### src/rtl/timer_countdown_pkg.sv
// Shared definitions for the microwave countdown timer: FSM encoding, BCD digit layout and limits.
// The optional load-time clamp helper only exists when TIMER_BCD_VALIDATE_EN is defined.
package timer_countdown_pkg;

    typedef enum logic [1:0] {
        ST_IDLE  = 2'd0,
        ST_RUN   = 2'd1,
        ST_PAUSE = 2'd2,
        ST_DONE  = 2'd3
    } state_t;

    localparam int NUM_DIGITS   = 4;
    localparam int SEC_ONES_LSB = 0;
    localparam int SEC_TENS_LSB = 4;
    localparam int MIN_ONES_LSB = 8;
    localparam int MIN_TENS_LSB = 12;

    localparam logic [3:0] BCD_NINE = 4'd9;
    localparam logic [3:0] BCD_FIVE = 4'd5;

    // Only the seconds-tens digit rolls over at 5; every other digit is decimal.
    function automatic logic [3:0] digit_max(input int idx);
        return (idx * 4 == SEC_TENS_LSB) ? BCD_FIVE : BCD_NINE;
    endfunction

`ifdef TIMER_BCD_VALIDATE_EN
    function automatic logic [15:0] clamp_bcd(input logic [15:0] t);
        logic [15:0] r;
        r = t;
        for (int i = 0; i < NUM_DIGITS; i++) begin
            if (t[i*4 +: 4] > digit_max(i))
                r[i*4 +: 4] = digit_max(i);
        end
        return r;
    endfunction
`endif

endpackage

### src/rtl/timer_countdown_bcd_digit_down.sv
// One BCD digit of the countdown borrow chain.
// When borrowed from, a zero digit reloads with max and passes the borrow upward.
module bcd_digit_down (
    input  logic [3:0] digit,
    input  logic [3:0] max,
    input  logic       borrow_in,
    output logic [3:0] next_digit,
    output logic       borrow_out
);

    always_comb begin
        next_digit = digit;
        borrow_out = 1'b0;
        if (borrow_in) begin
            if (digit == 4'd0) begin
                next_digit = max;
                borrow_out = 1'b1;
            end else begin
                next_digit = digit - 4'd1;
            end
        end
    end

endmodule

### src/rtl/timer_countdown.sv
// MM:SS BCD countdown timer for the microwave controller: FSM, 1 Hz prescaler and time register.
// Build option: define TIMER_BCD_VALIDATE_EN to clamp illegal BCD digits on load.
module timer_countdown
    import timer_countdown_pkg::*;
#(
    parameter int TICK_DIV = 100_000_000
) (
    input  logic        clk,
    input  logic        rst_n,
    input  logic        load,
    input  logic [15:0] load_time,
    input  logic        start,
    input  logic        pause,
    input  logic        clear,
    output logic [15:0] time_bcd,
    output logic        running,
    output logic        done
);

    localparam int PW = (TICK_DIV > 1) ? $clog2(TICK_DIV) : 1;
    localparam logic [PW-1:0] TICK_LAST = PW'(TICK_DIV - 1);

    state_t          state_reg, state_next;
    logic [15:0]     time_reg, time_next;
    logic [PW-1:0]   pre_reg, pre_next;
    logic            done_reg, done_next;
    logic            running_reg;
    logic            tick;
    logic [15:0]     dec_time;
    logic [15:0]     load_val;
    logic [NUM_DIGITS:0] borrow;

`ifdef TIMER_BCD_VALIDATE_EN
    assign load_val = clamp_bcd(load_time);
`else
    assign load_val = load_time;
`endif

    assign tick      = (state_reg == ST_RUN) && (pre_reg == TICK_LAST);
    assign borrow[0] = 1'b1;

    generate
        for (genvar gi = 0; gi < NUM_DIGITS; gi++) begin : g_digit
            bcd_digit_down u_digit (
                .digit      (time_reg[gi*4 +: 4]),
                .max        (digit_max(gi)),
                .borrow_in  (borrow[gi]),
                .next_digit (dec_time[gi*4 +: 4]),
                .borrow_out (borrow[gi+1])
            );
        end
    endgenerate

    always_ff @(posedge clk or negedge rst_n) begin
        if (!rst_n) begin
            state_reg   <= ST_IDLE;
            time_reg    <= '0;
            pre_reg     <= '0;
            done_reg    <= 1'b0;
            running_reg <= 1'b0;
        end else begin
            state_reg   <= state_next;
            time_reg    <= time_next;
            pre_reg     <= pre_next;
            done_reg    <= done_next;
            running_reg <= (state_next == ST_RUN);
        end
    end

    // Prescaler defaults to 0 so any exit from RUN discards the partial second.
    always_comb begin
        state_next = state_reg;
        time_next  = time_reg;
        pre_next   = '0;
        done_next  = 1'b0;
        if (clear) begin
            time_next  = '0;
            state_next = ST_IDLE;
        end else begin
            case (state_reg)
                ST_RUN: begin
                    if (pause) begin
                        state_next = ST_PAUSE;
                    end else if (tick) begin
                        // A borrow out of the top digit cannot occur from a nonzero
                        // time; it is folded into the terminal case regardless.
                        if (dec_time == 16'h0000 || borrow[NUM_DIGITS]) begin
                            time_next  = '0;
                            state_next = ST_DONE;
                            done_next  = 1'b1;
                        end else begin
                            time_next = dec_time;
                        end
                    end else begin
                        pre_next = pre_reg + 1'b1;
                    end
                end
                default: begin
                    if (load) begin
                        time_next  = load_val;
                        state_next = ST_IDLE;
                    end else if (start && state_reg != ST_DONE && time_reg != 16'h0000) begin
                        state_next = ST_RUN;
                    end
                end
            endcase
        end
    end

    assign time_bcd = time_reg;
    assign running  = running_reg;
    assign done     = done_reg;

endmodule
### config.mk
export PLATFORM = sky130hd
export DESIGN_NAME = timer_countdown
export DESIGN_NICKNAME = d
export VERILOG_FILES = /design/src/rtl/timer_countdown_pkg.sv /design/src/rtl/timer_countdown_bcd_digit_down.sv /design/src/rtl/timer_countdown.sv
export SDC_FILE = /design/constraint.sdc
export NUM_CORES = 1
export LEC_CHECK = 0
export ABC_AREA = 0
export BUFFER_PORTS_ARGS = -buffer_cell sky130_fd_sc_hd__buf_2
export CAP_MARGIN = 20
export CORE_ASPECT_RATIO = 1.2
export CORE_MARGIN = 2
export CORE_UTILIZATION = 40
export CTS_CLUSTER_DIAMETER = 30
export CTS_CLUSTER_SIZE = 40
export DETAILED_ROUTE_END_ITERATION = 16
export PLACE_DENSITY = 0.67
export SYNTH_ARGS = -nofsm -noshare
export SYNTH_HDL_FRONTEND = slang
export SYNTH_SLANG_ARGS = --single-unit
### constraint.sdc
create_clock -name clk -period 6.8 [get_ports clk]
set_clock_uncertainty 0.2 [all_clocks]
set_input_delay 1.02 -clock clk [delete_from_list [all_inputs] [get_ports clk]]
set_output_delay 1.02 -clock clk [all_outputs]
set_load 0.01 [all_outputs]
Yosys cells after proc, flatten, opt, wreduce, memory -nomap -nowiden

Index checks and enable logic that the tools add are counted.

RAM bits: 0
Bits in latches: 0
Bits in read-only memories: 0
Register bits: 47
Memories kept: 0
Output and inout bits: 18

Muxes and demuxes: 36
Bitwise gates (word level): 0
Multipliers: 0
Reduce and logical (&&, ||, !) cells: 12
Div/mod/pow operators: 0
Order comparisons: 0
Add/sub/neg operators: 5
Equal/unequal tests: 6
Shifts and indexed selects: 0

Operators with widths:

| operator                | number |
|---|---|
| $mux W27                | 4 |
| $mux W16                | 6 |
| $mux W4                 | 7 |
| $add A27 B1 Y27 const B | 1 |
| $eq A27 B27 Y1 const B  | 1 |
| $logic_not A16 Y1       | 1 |
| $logic_not A4 Y1        | 4 |
| $reduce_bool A16 Y1     | 1 |
| $sub A4 B1 Y4 const B   | 4 |
| $mux W2                 | 7 |
| $mux W1                 | 12 |
| $ne A3 B3 Y1 const B    | 2 |
| $eq A2 B1 Y1 const B    | 2 |
| $logic_and A1 B1 Y1     | 3 |
| $reduce_and A3 Y1       | 1 |
| $reduce_bool A3 Y1      | 1 |
| $ne A2 B2 Y1 const B    | 1 |
| $logic_or A1 B1 Y1      | 1 |

Longest topological paths before layout

Gate-level depths: netlist (run 1).

Word-level depth: 13
Depth in mapped cells: 8
Mapped depth without buffers: 8

Cells and area by module

Synthesis (run 1) repeated with hierarchy kept, for this count alone.

Cells, all modules: 341
Area total of the unflattened synthesis: 3093.0 µm²

By module, submodules not included:

| module          | sequential area each (µm²) | instances | area an instance (µm²) | cells an instance |
|---|---|---|---|---|
| timer_countdown | 1176.1                     | 1         | 2452.4                 | 249 |
| bcd_digit_down  | 0.0                        | 4         | 160.2                  | 23 |

Worst setup path after synthesis (run 1)

No wires, ideal clock.

Kind: register -> register
Start point: register time_reg[0] (netlist: time_bcd[0])
End point: register time_reg[0] (netlist: time_bcd[0])
Stages on the path, launching flop included: 9
Arrival time: 2.052 ns
Slack: 4.417 ns
Path buffers: 0
Period minus slack after synthesis: 2.383 ns
Path through: dfrtp_1 -> inv_1 -> ha_1 -> nor4b_1 -> nand3b_1 -> a32oi_1 -> a31oi_1 -> a221oi_1 -> a21oi_1

Word-level cells in the longest chain between the ends: 12
Elaborated cells between the ends (all ways): 17
Those cells by class: add/sub (1); mux (13); reduce/logical (3)

RTL lines:

| item                     | RTL line                             | source |
|---|---|---|
| start: declaration       | timer_countdown.sv:24                | `logic [15:0] time_reg, time_next;` |
| start signal: assignment | timer_countdown.sv:63                | `time_reg <= time_next;` |
| $logic_not A4 Y1         | timer_countdown_bcd_digit_down.sv:15 | `if (digit == 4'd0) begin` |
| $mux W1                  | timer_countdown_bcd_digit_down.sv:15 |  |
| $mux W1 (2 in a row)     | timer_countdown_bcd_digit_down.sv:14 | `if (borrow_in) begin` |
| $mux W4                  | timer_countdown_bcd_digit_down.sv:14 |  |
| $logic_not A16 Y1        | timer_countdown.sv:87                | `if (dec_time == 16'h0000 \|\| borrow[NUM_DIGITS]) begin` |
| $logic_or A1 B1 Y1       | timer_countdown.sv:87                |  |
| $mux W16 (*)             | timer_countdown.sv:87                |  |
| $mux W16 (*)             | timer_countdown.sv:84                | `end else if (tick) begin` |
| $mux W16 (*)             | timer_countdown.sv:82                | `if (pause) begin` |
| $mux W16 (*)             | timer_countdown.sv:80                | `case (state_reg)` |
| $mux W16 (*)             | timer_countdown.sv:76                | `if (clear) begin` |

Every way passes the cells marked *; elsewhere a longest branch is shown, timed or not. The select of a mux whose other input is x is not followed.
A chain may end at the register's enable or synchronous reset.

Worst setup path after layout (run 1)

Ends and elaborated chain as after synthesis.

==> results by stage, run 1 <==
Setup path:
- The highest net fanout along the worst path is 6.
- STA classifies the critical path endpoint as a flop.
- The first element of the critical path is time_bcd[0].
- The master of the slowest instance on the critical path is nor4b_1.
- The signal on the critical path passes through inv_1 -> ha_1 -> nor4b_1 -> nand4b_1 -> a32oi_1 -> a31oi_1 -> a221oi_1 -> a21oi_1.
- The critical path capture point is time_bcd[0].
- The worst setup path is launched from a flop.
- The worst-case reg-to-reg path depth is 8.
- The setup check on the worst reg-to-reg path leaves a slack of roughly 4 ns.
- In this run the number of cells on the critical path is 8.
- The sum of buffers and inverters on the critical path is 1.
- For the worst setup path, the data required time is 6.77 ns.
- The kind of critical path is flop to flop.
- The worst register-to-register path begins at time_bcd[0].
- In this run the critical register-to-register path is captured at time_bcd[0].
- The top cell family by delay on the critical path is compound AO/OA/AOI/OAI gates.
- In this design, the stage delay of the slowest critical-path cell is ~0.53 ns.
- The arrival time reported for the critical path endpoint is ~2.8 ns.

Synth:
- The number of warnings issued by yosys is 0.
- The fraction of synthesized cell area taken by the top area cell type is between 40% and 50%.
- In the post-synthesis netlist, the biggest area contributors are dfrtp_1 43%, nor2_1 6.4%, xor2_1 5.1%.
- The dominant register cell in the synthesized netlist is dfrtp_1.
- The post-synth net total is between 300 and 400.
- The library cell occupying the most area in the post-synthesis netlist is dfrtp_1.
- Synthesis instantiated between 60 and 70 different standard cells from the library.
- The post-synthesis cell count is ~300.
- The number of flops mapped to enable cells by yosys is 0.
- In this run the mean area of a mapped cell was just over 9 µm².
- In the synthesized netlist the async set-or-reset flop fraction comes to between 90% and 100%.
- The fraction of the yosys area taken by sequential cells is around 43%.
- The synthesized netlist occupies a cell area of about 2800 µm².
- The flip-flop and latch count after synthesis is between 40 and 50.

Routing:
- The routed wire length on met3 is 249 µm.
- The first-iteration detailed-routing DRC count is around 100.
- The via-per-instance ratio is ~5.5.
- After detailed routing, the average wire length per cell comes to around 15 µm.
- The total via count in the routed design is 2345.
- In the routed design, unresolved DRC markers number 0.
- After detailed routing, the wire length on met1 is 2.71 mm.
- The top layer used by detailed routing is met4.
- For this block, the routed nets add up to ~6.3 mm of wire.
- The number of optimization iterations in the first detailed-route pass is 4.
- In the detailed route, the total length drawn on met2 is 3.24 mm.
- The post-route antenna net violation count is 0.

GRT:
- The pin count of the biggest net entering global routing is 48.
- The number of global-route vias before repair is 2344.
- The aggregate global-route resource usage is between 10% and 20%.
- The initial antenna violation count was 0.
- The overflow left after global routing is 0.
- The wire length of the first global-routing pass is roughly 11 mm.

Timing:
- The maximum clock rate is approximately 360 MHz.
- The max-slew violation total from the final report was 0.
- After routing, the total negative slack on setup checks comes to 0 ns.
- The worst slew margin relative to its limit is between 30% and 40%.
- The post-route minimum period is roughly 2.8 ns.
- The least setup slack across all paths after layout is 3.99 ns.
- Setup repair after global routing left no endpoint under its margin.
- The total count of hold-check failures in the final report was 0.
- The total setup violations reported at the end of the flow is 0.
- The post-route fraction of the period consumed by the critical path is between 40% and 50%.
- The pin slew with the least headroom to its limit is 0.999 ns.

Placement:
- The count of input and output buffers is 39.
- The post-placement setup slack is 3.90 ns.
- Routability-driven placement finished with a final weighted congestion of just over 0.9.
- In this run the cell area measured after placement is between 3000 and 4000 µm².
- The post-detailed-placement half-perimeter wirelength is about 4.7 mm.

Clock tree:
- The clock input transition at the sequential cells of the worst setup and hold paths is roughly 0.08 ns.
- The number of buffers between clock root and the deepest sink is 2.
- In this run the post-CTS setup repair buffer count came out at 0.
- The total of hold buffers inserted after clock tree synthesis is 0.
- The clock tree root driver cell is clkbuf_8.
- The tree built by TritonCTS fans out to 47 sinks.
- TritonCTS built the clock tree.
- The count of instances resized after the clock tree is built is 0.
- The H-tree generated during clock tree synthesis spans 2 levels.
- The number of clock buffers added by TritonCTS is 5.
- The clock latency of the later-clocked register in the worst-skew pair is 0.30 ns.

Min path:
- The class of the tightest hold or removal check is flop to flop.
- The worst hold path begins at pre_reg[0].
- Along the worst hold path, the cell count comes to 1.

Floorplanning:
- The standard cell core area is 6730 µm².
- The die covers ~7600 µm².
- The height of the die is about 95 µm.
- Row generation in the floorplan step produced 33 rows.
- The chip width is 79.7 µm.
- For this configuration, the core starts out at a cell density of around 41%.
- The count of pins on the block boundary is 40.

Power and ir drop:
- The total power is approximately 0.63 mW.
- Internal power comes to around 0.45 mW.
- The net load switching power is between 0.15 and 0.2 mW.
- In this run switching power makes up a little under 30% of total power.
- The power per cell area is around 200 nW/µm².
- The sequential power share is about half.
- The peak supply drop is between 0.09 and 0.1 mV.
- The analysis attributes to cell leakage a power of 1.32 nW.
- The clock network accounts for 31.1% of the total power.
- The proportion of power drawn by combinational gates is 19.4%.

Run:
- The max capacitance violation total is 0.

Final layout:
- The multi-input combinational cells in the finished layout cover a total of roughly 1500 µm².
- After the last flow step, the layout net total stands at between 300 and 400.
- The share of post-route cells with drive strength above 1 is 16.5%.
- Once layout is done, the placed cells without fillers occupy ~3100 µm².
- After filler insertion, the fill cell instance count of the layout stands at 657.
- In the final layout, flip-flops and latches occupy roughly 1200 µm².
- The antenna diode count is 0.
- The register with the most flip-flops in the layout has 27 of them.
- The area growth from synthesis to layout is 13.6%.

Run status:
- The flow ran to the end, and the final reports show no timing, DRC or antenna violations.
[worst min-delay path by stage]
stage | end | slack (ns)
after floorplan | pre_reg[0] | 0.25
after global placement | pre_reg[0] | 0.27
after detailed placement | pre_reg[0] | 0.28
after CTS | pre_reg[0] | 0.29
after global routing | pre_reg[0] | 0.32
final | pre_reg[0] | 0.28
[power by group through the flow]
stage	clock network, mW	logic (mW)	registers (mW)
floorplan	0	0.0784	0.319
global placement	0	0.121	0.319
detailed placement	0	0.122	0.320
CTS	0.204	0.123	0.314
global route	0.218	0.138	0.318
finish	0.197	0.123	0.314
[stage by stage]
step	cells	util [%]	hold WS [ns]
after detailed placement	418	44.6	0.277
final	426	46.5	0.284
after global placement	418	44.6	0.274
after global routing	426	46.5	0.319
after CTS	425	46.2	0.288
after floorplan	302	-	0.255
[cells in the mapped netlist (2+ instances only)]
library cell,n
o21ai_0,6
nor4_1,6
nand2_1,23
xor2_1,16
and4bb_2,2
o31ai_1,2
a31oi_1,3
xnor2_1,11
o311a_1,2
dfrtp_1,47
nor2b_1,6
nor3_1,7
and4_1,2
nor4b_1,2
ha_1,4
nand2b_1,6
mux2i_1,3
clkbuf_1,3
a21oi_1,13
buf_2,6
nand4_1,5
nand3_1,21
and3_1,7
inv_1,7
nor2_1,47
and2_1,5
a22oi_1,3
or3_1,2
a22o_1,3
[kinds of logic after synthesis]
| kind of cell | synth area share (%) |
|---|---|
| XOR/XNOR | 8.59 |
| flip-flops | 42.7 |
| AND/OR/NAND/NOR | 28.4 |
| AO/OA/AOI/OAI | 14.3 |
| multiplexers | 1.09 |
| adder cells (fa/ha/maj) | 1.82 |
| buffers and inverters | 3.14 |
[cell usage in the layout (no fill, tap or decap), types with 3 or more instances in the layout]
cell,n
and2_1,5
a22oi_1,3
nor4_1,6
xor2_1,16
nor2_1,47
nand4_1,5
ha_1,4
dfrtp_1,47
and3_1,7
nand3_1,21
o21ai_0,6
a22o_1,3
nor3_1,7
a31oi_1,3
nand2_1,23
xnor2_1,11
buf_2,39
a21oi_1,13
clkbuf_8,5
nor2b_1,6
nand2b_1,6
inv_1,7
mux2i_1,3
[cell type report]
class | instances | area share, %
tap | 87 | 3.48
multi-input combinational | 237 | 47.7
clock inverter | 1 | 0.960
timing repair buffer | 41 | 7.12
sequential | 47 | 37.6
inverter | 7 | 0.840
clock buffer | 6 | 2.32
[per-layer routing]
layer  global-route usage [%]  up-vias
met1                     21.2     1123
met3                     3.06       13
met5                        0        -
li1                         -     1159
met4                     7.61        0
met2                     33.1       50
No activity file was read; power rests on OpenSTA's default activity.
==> inputs of run 2 (changes only) <==
==> constraint.sdc (replaced) <==
create_clock -name clk -period 2.8 [get_ports clk]
set_clock_uncertainty 0.2 [all_clocks]
set_input_delay 0.42 -clock clk [delete_from_list [all_inputs] [get_ports clk]]
set_output_delay 0.42 -clock clk [all_outputs]
set_load 0.01 [all_outputs]
==> run 2 against run 1 <==
Against the previous run: non-clock buffer count increased by 17; combinational power increased to 2.8 times the previous value; final cell count increased by 4.2%; worst hold slack got worse by 0.17 ns; critical endpoint unchanged.
==> results by stage, run 2 (synthesis results as in run 1) <==
Run status:
- The flow ran to the end, and the final reports show no timing, DRC or antenna violations.

Timing:
- The max-slew violation total from the final report is 0 (unchanged).
- The post-route fraction of the period consumed by the critical path is 94.6% (+53 points).
- The total count of hold-check failures in the final report came to 0 (unchanged).
- The final hold slack is 0.118 ns (-0.166 ns).
- The least setup slack across all paths after layout is 0.152 ns (-3.83 ns).
- Setup repair after global routing left no endpoint under its margin.
- The maximum clock rate is 378 MHz (+6.3%).
- The total setup violations reported at the end of the flow is 0 (unchanged).
- The pin slew with the least headroom to its limit was 0.745 ns (-0.254 ns).
- The total negative setup slack is 0 ns (unchanged).
- The worst slew margin relative to its limit is 50.3% (+17 points).
- The post-route minimum period is 2.65 ns (-0.166 ns).

Routing:
- The total routed wirelength is 7.03 mm (+11%).
- The post-route antenna net violation count was 0 (unchanged).
- The first-iteration detailed-routing DRC count is 129 (+30%).
- The number of optimization iterations in the first detailed-route pass is 4 (unchanged).
- The via-per-instance ratio is 5.49 (-0.33%).
- The detailed-route DRC error count was 0 (unchanged).
- The average wire per cell in the routed design was 15.8 µm (+6.4%).
- The total via count in the routed design is 2436 (+3.9%).

Final layout:
- The non-filler instance count after layout was 444 (+4.2%).
- The multi-input combinational cell area is 1540 µm² (+3.1%).
- The share of post-route cells with drive strength above 1 is 21.6% (+5.0 points).
- The antenna diode count is 0 (unchanged).
- The cell area after layout came to 3270 µm² (+4.6%).
- Compared with the post-synthesis result, the final layout area differs by 18.8%.
- The flip-flop count of the largest register, all copies and words added was 27 (unchanged).
- The sequential standard cell area is 1180 µm² (+0.11%).
- The final layout net count is 382 (+4.7%).
- The end-of-flow core utilization is 48.6% (+2.1 points).
- In the layout the commonest cells are 47 x nor2_1, 46 x dfrtp_1, 39 x buf_2, 23 x nand2_1, 21 x nand3_1.
- The number of fill cells was 658 (+0.15%).
- Leaving out fill and tap cells, the most frequent cell in the layout is nor2_1.

Placement:
- The total instance count after detailed placement was 435 (+4.1%).
- The total cell area at the placement stage is 3130 µm² (+4.2%).
- The count of input and output buffers is 39 (unchanged).
- The post-detailed-placement half-perimeter wirelength is 5.18 mm (+11%).
- The final weighted congestion of routability-driven global placement was 0.896 (-3.4%).
- The post-placement setup slack is 0.000347 ns (-3.90 ns).

Setup path:
- The largest individual stage delay along the critical path comes from the cell dfrtp_2.
- The critical path data required time was 2.75 ns (-4.02 ns).
- Traced cell by cell, the critical path runs through inv_1 -> ha_1 -> nor4b_2 -> buf_4 -> or3_1 -> a32oi_2 -> a31oi_2 -> a221oi_2 -> a21oi_1.
- The largest stage delay on the critical path came to 0.43 ns (-0.10 ns).
- The arrival time reported for the critical path endpoint is 2.60 ns (-0.19 ns).
- The startpoint type of the worst setup path is a flop.
- The element type at the critical path end is a flop.
- The kind of critical path is flop to flop.
- The highest net fanout along the worst path is 6 (unchanged).

Clock tree:
- The clock latency of the later-clocked register in the worst-skew pair is 0.30 ns (about the same).
- Clock tree synthesis selected as its root buffer the cell clkbuf_8.
- The clock input transition at the sequential cells of the worst setup and hold paths is 0.09 ns (about the same).
- The number of buffers between clock root and the deepest sink was 2 (unchanged).
- TritonCTS built the clock tree.
- The clock sink count is 47 (unchanged).
- The number of buffers inserted during clock tree synthesis is 5 (unchanged).
- The H-tree level count is 2 (unchanged).

Power and ir drop:
- The peak supply drop was 0.275 mV (+190%).
- The power per cell area is 459 nW/µm² (+130%).
- The leakage dissipation was 1.40 nW (+6.1%).
- The total power is 1.50 mW (+140%).

Min path:
- The class of the tightest hold or removal check is input pin to flop.

Floorplanning:
- The initial cell density of the core was 40.9% (unchanged).
- The chip width came to 79.7 µm (unchanged).
- The count of pins on the block boundary is 40 (unchanged).
- The number of rows in the core area is 33 (unchanged).
- The standard cell core area was 6730 µm² (unchanged).
- The height of the die was 94.9 µm (unchanged).
- The total die area is 7560 µm² (unchanged).

Run:
- The max capacitance violation total is 0 (unchanged).

GRT:
- The overflow left after global routing was 0 (unchanged).
- The pin count of the biggest net entering global routing is 29 (-40%).
- The aggregate global-route resource usage is 19.6% (+1.3 points).
- The number of global-route vias before repair is 2396 (+2.2%).
- The initial antenna violation count was 0 (unchanged).
- The wire length of the first global-routing pass came to 11.5 mm (+5.8%).
-- run 2: routing by layer --
| layer | track usage (%) | share of wire [%] |
|---|---|---|
| met1 | 23.8 | 42 |
| met2 | 34.2 | 51 |
| met3 | 3.06 | 3.6 |
| met4 | 8.48 | 2.8 |
| met5 | 0 | 0 |
-- run 2: worst paths after layout --
check	startpoint	end	slack (ns)	cells after the start
max	time_bcd[0]	time_bcd[0]	0.15	9
min	load_time[12]	time_bcd[12]	0.12	2
max reg2reg	time_bcd[0]	time_bcd[0]	0.15	9
min reg2reg	pre_reg[24]	pre_reg[24]	0.34	2
max in group asynchronous	rst_n	pre_reg[5]	1.27	3
min in group asynchronous	rst_n	time_bcd[6]	0.39	2
-- run 2: final cells by class --
| class | instances | area share, % |
|---|---|---|
| Inverter | 7 | 0.803 |
| Clock inverter | 1 | 0.153 |
| Tap cell | 87 | 3.33 |
| Timing Repair Buffer | 58 | 10.4 |
| Clock buffer | 7 | 2.33 |
| Sequential cell | 47 | 36.0 |
| Multi-Input combinational cell | 237 | 47.0 |
-- run 2: worst max-delay path: cells and delay by family (launching register included) --
family	cells	cell delay (ns)
AO/OA/AOI/OAI	4	0.84
adder cells (fa/ha/maj)	1	0.27
buffers and inverters	2	0.25
flip-flops	1	0.43
AND/OR/NAND/NOR	2	0.52
-- run 2: repair_timing --
item	4_1_cts	5_1_grt
pin swaps	0	0
gates resized for setup	1	6
hold buffers	1	0
hold endpoints to repair	19	0
endpoints found under the setup margin	1	4
setup buffers	0	0
-- run 2: where the power goes --
part	total [mW]	internal, mW	switching [mW]
Sequential	0.764	0.709	0.0559
Combinational	0.339	0.149	0.190
Clock	0.397	0.176	0.221
Total	1.50	1.03	0.467
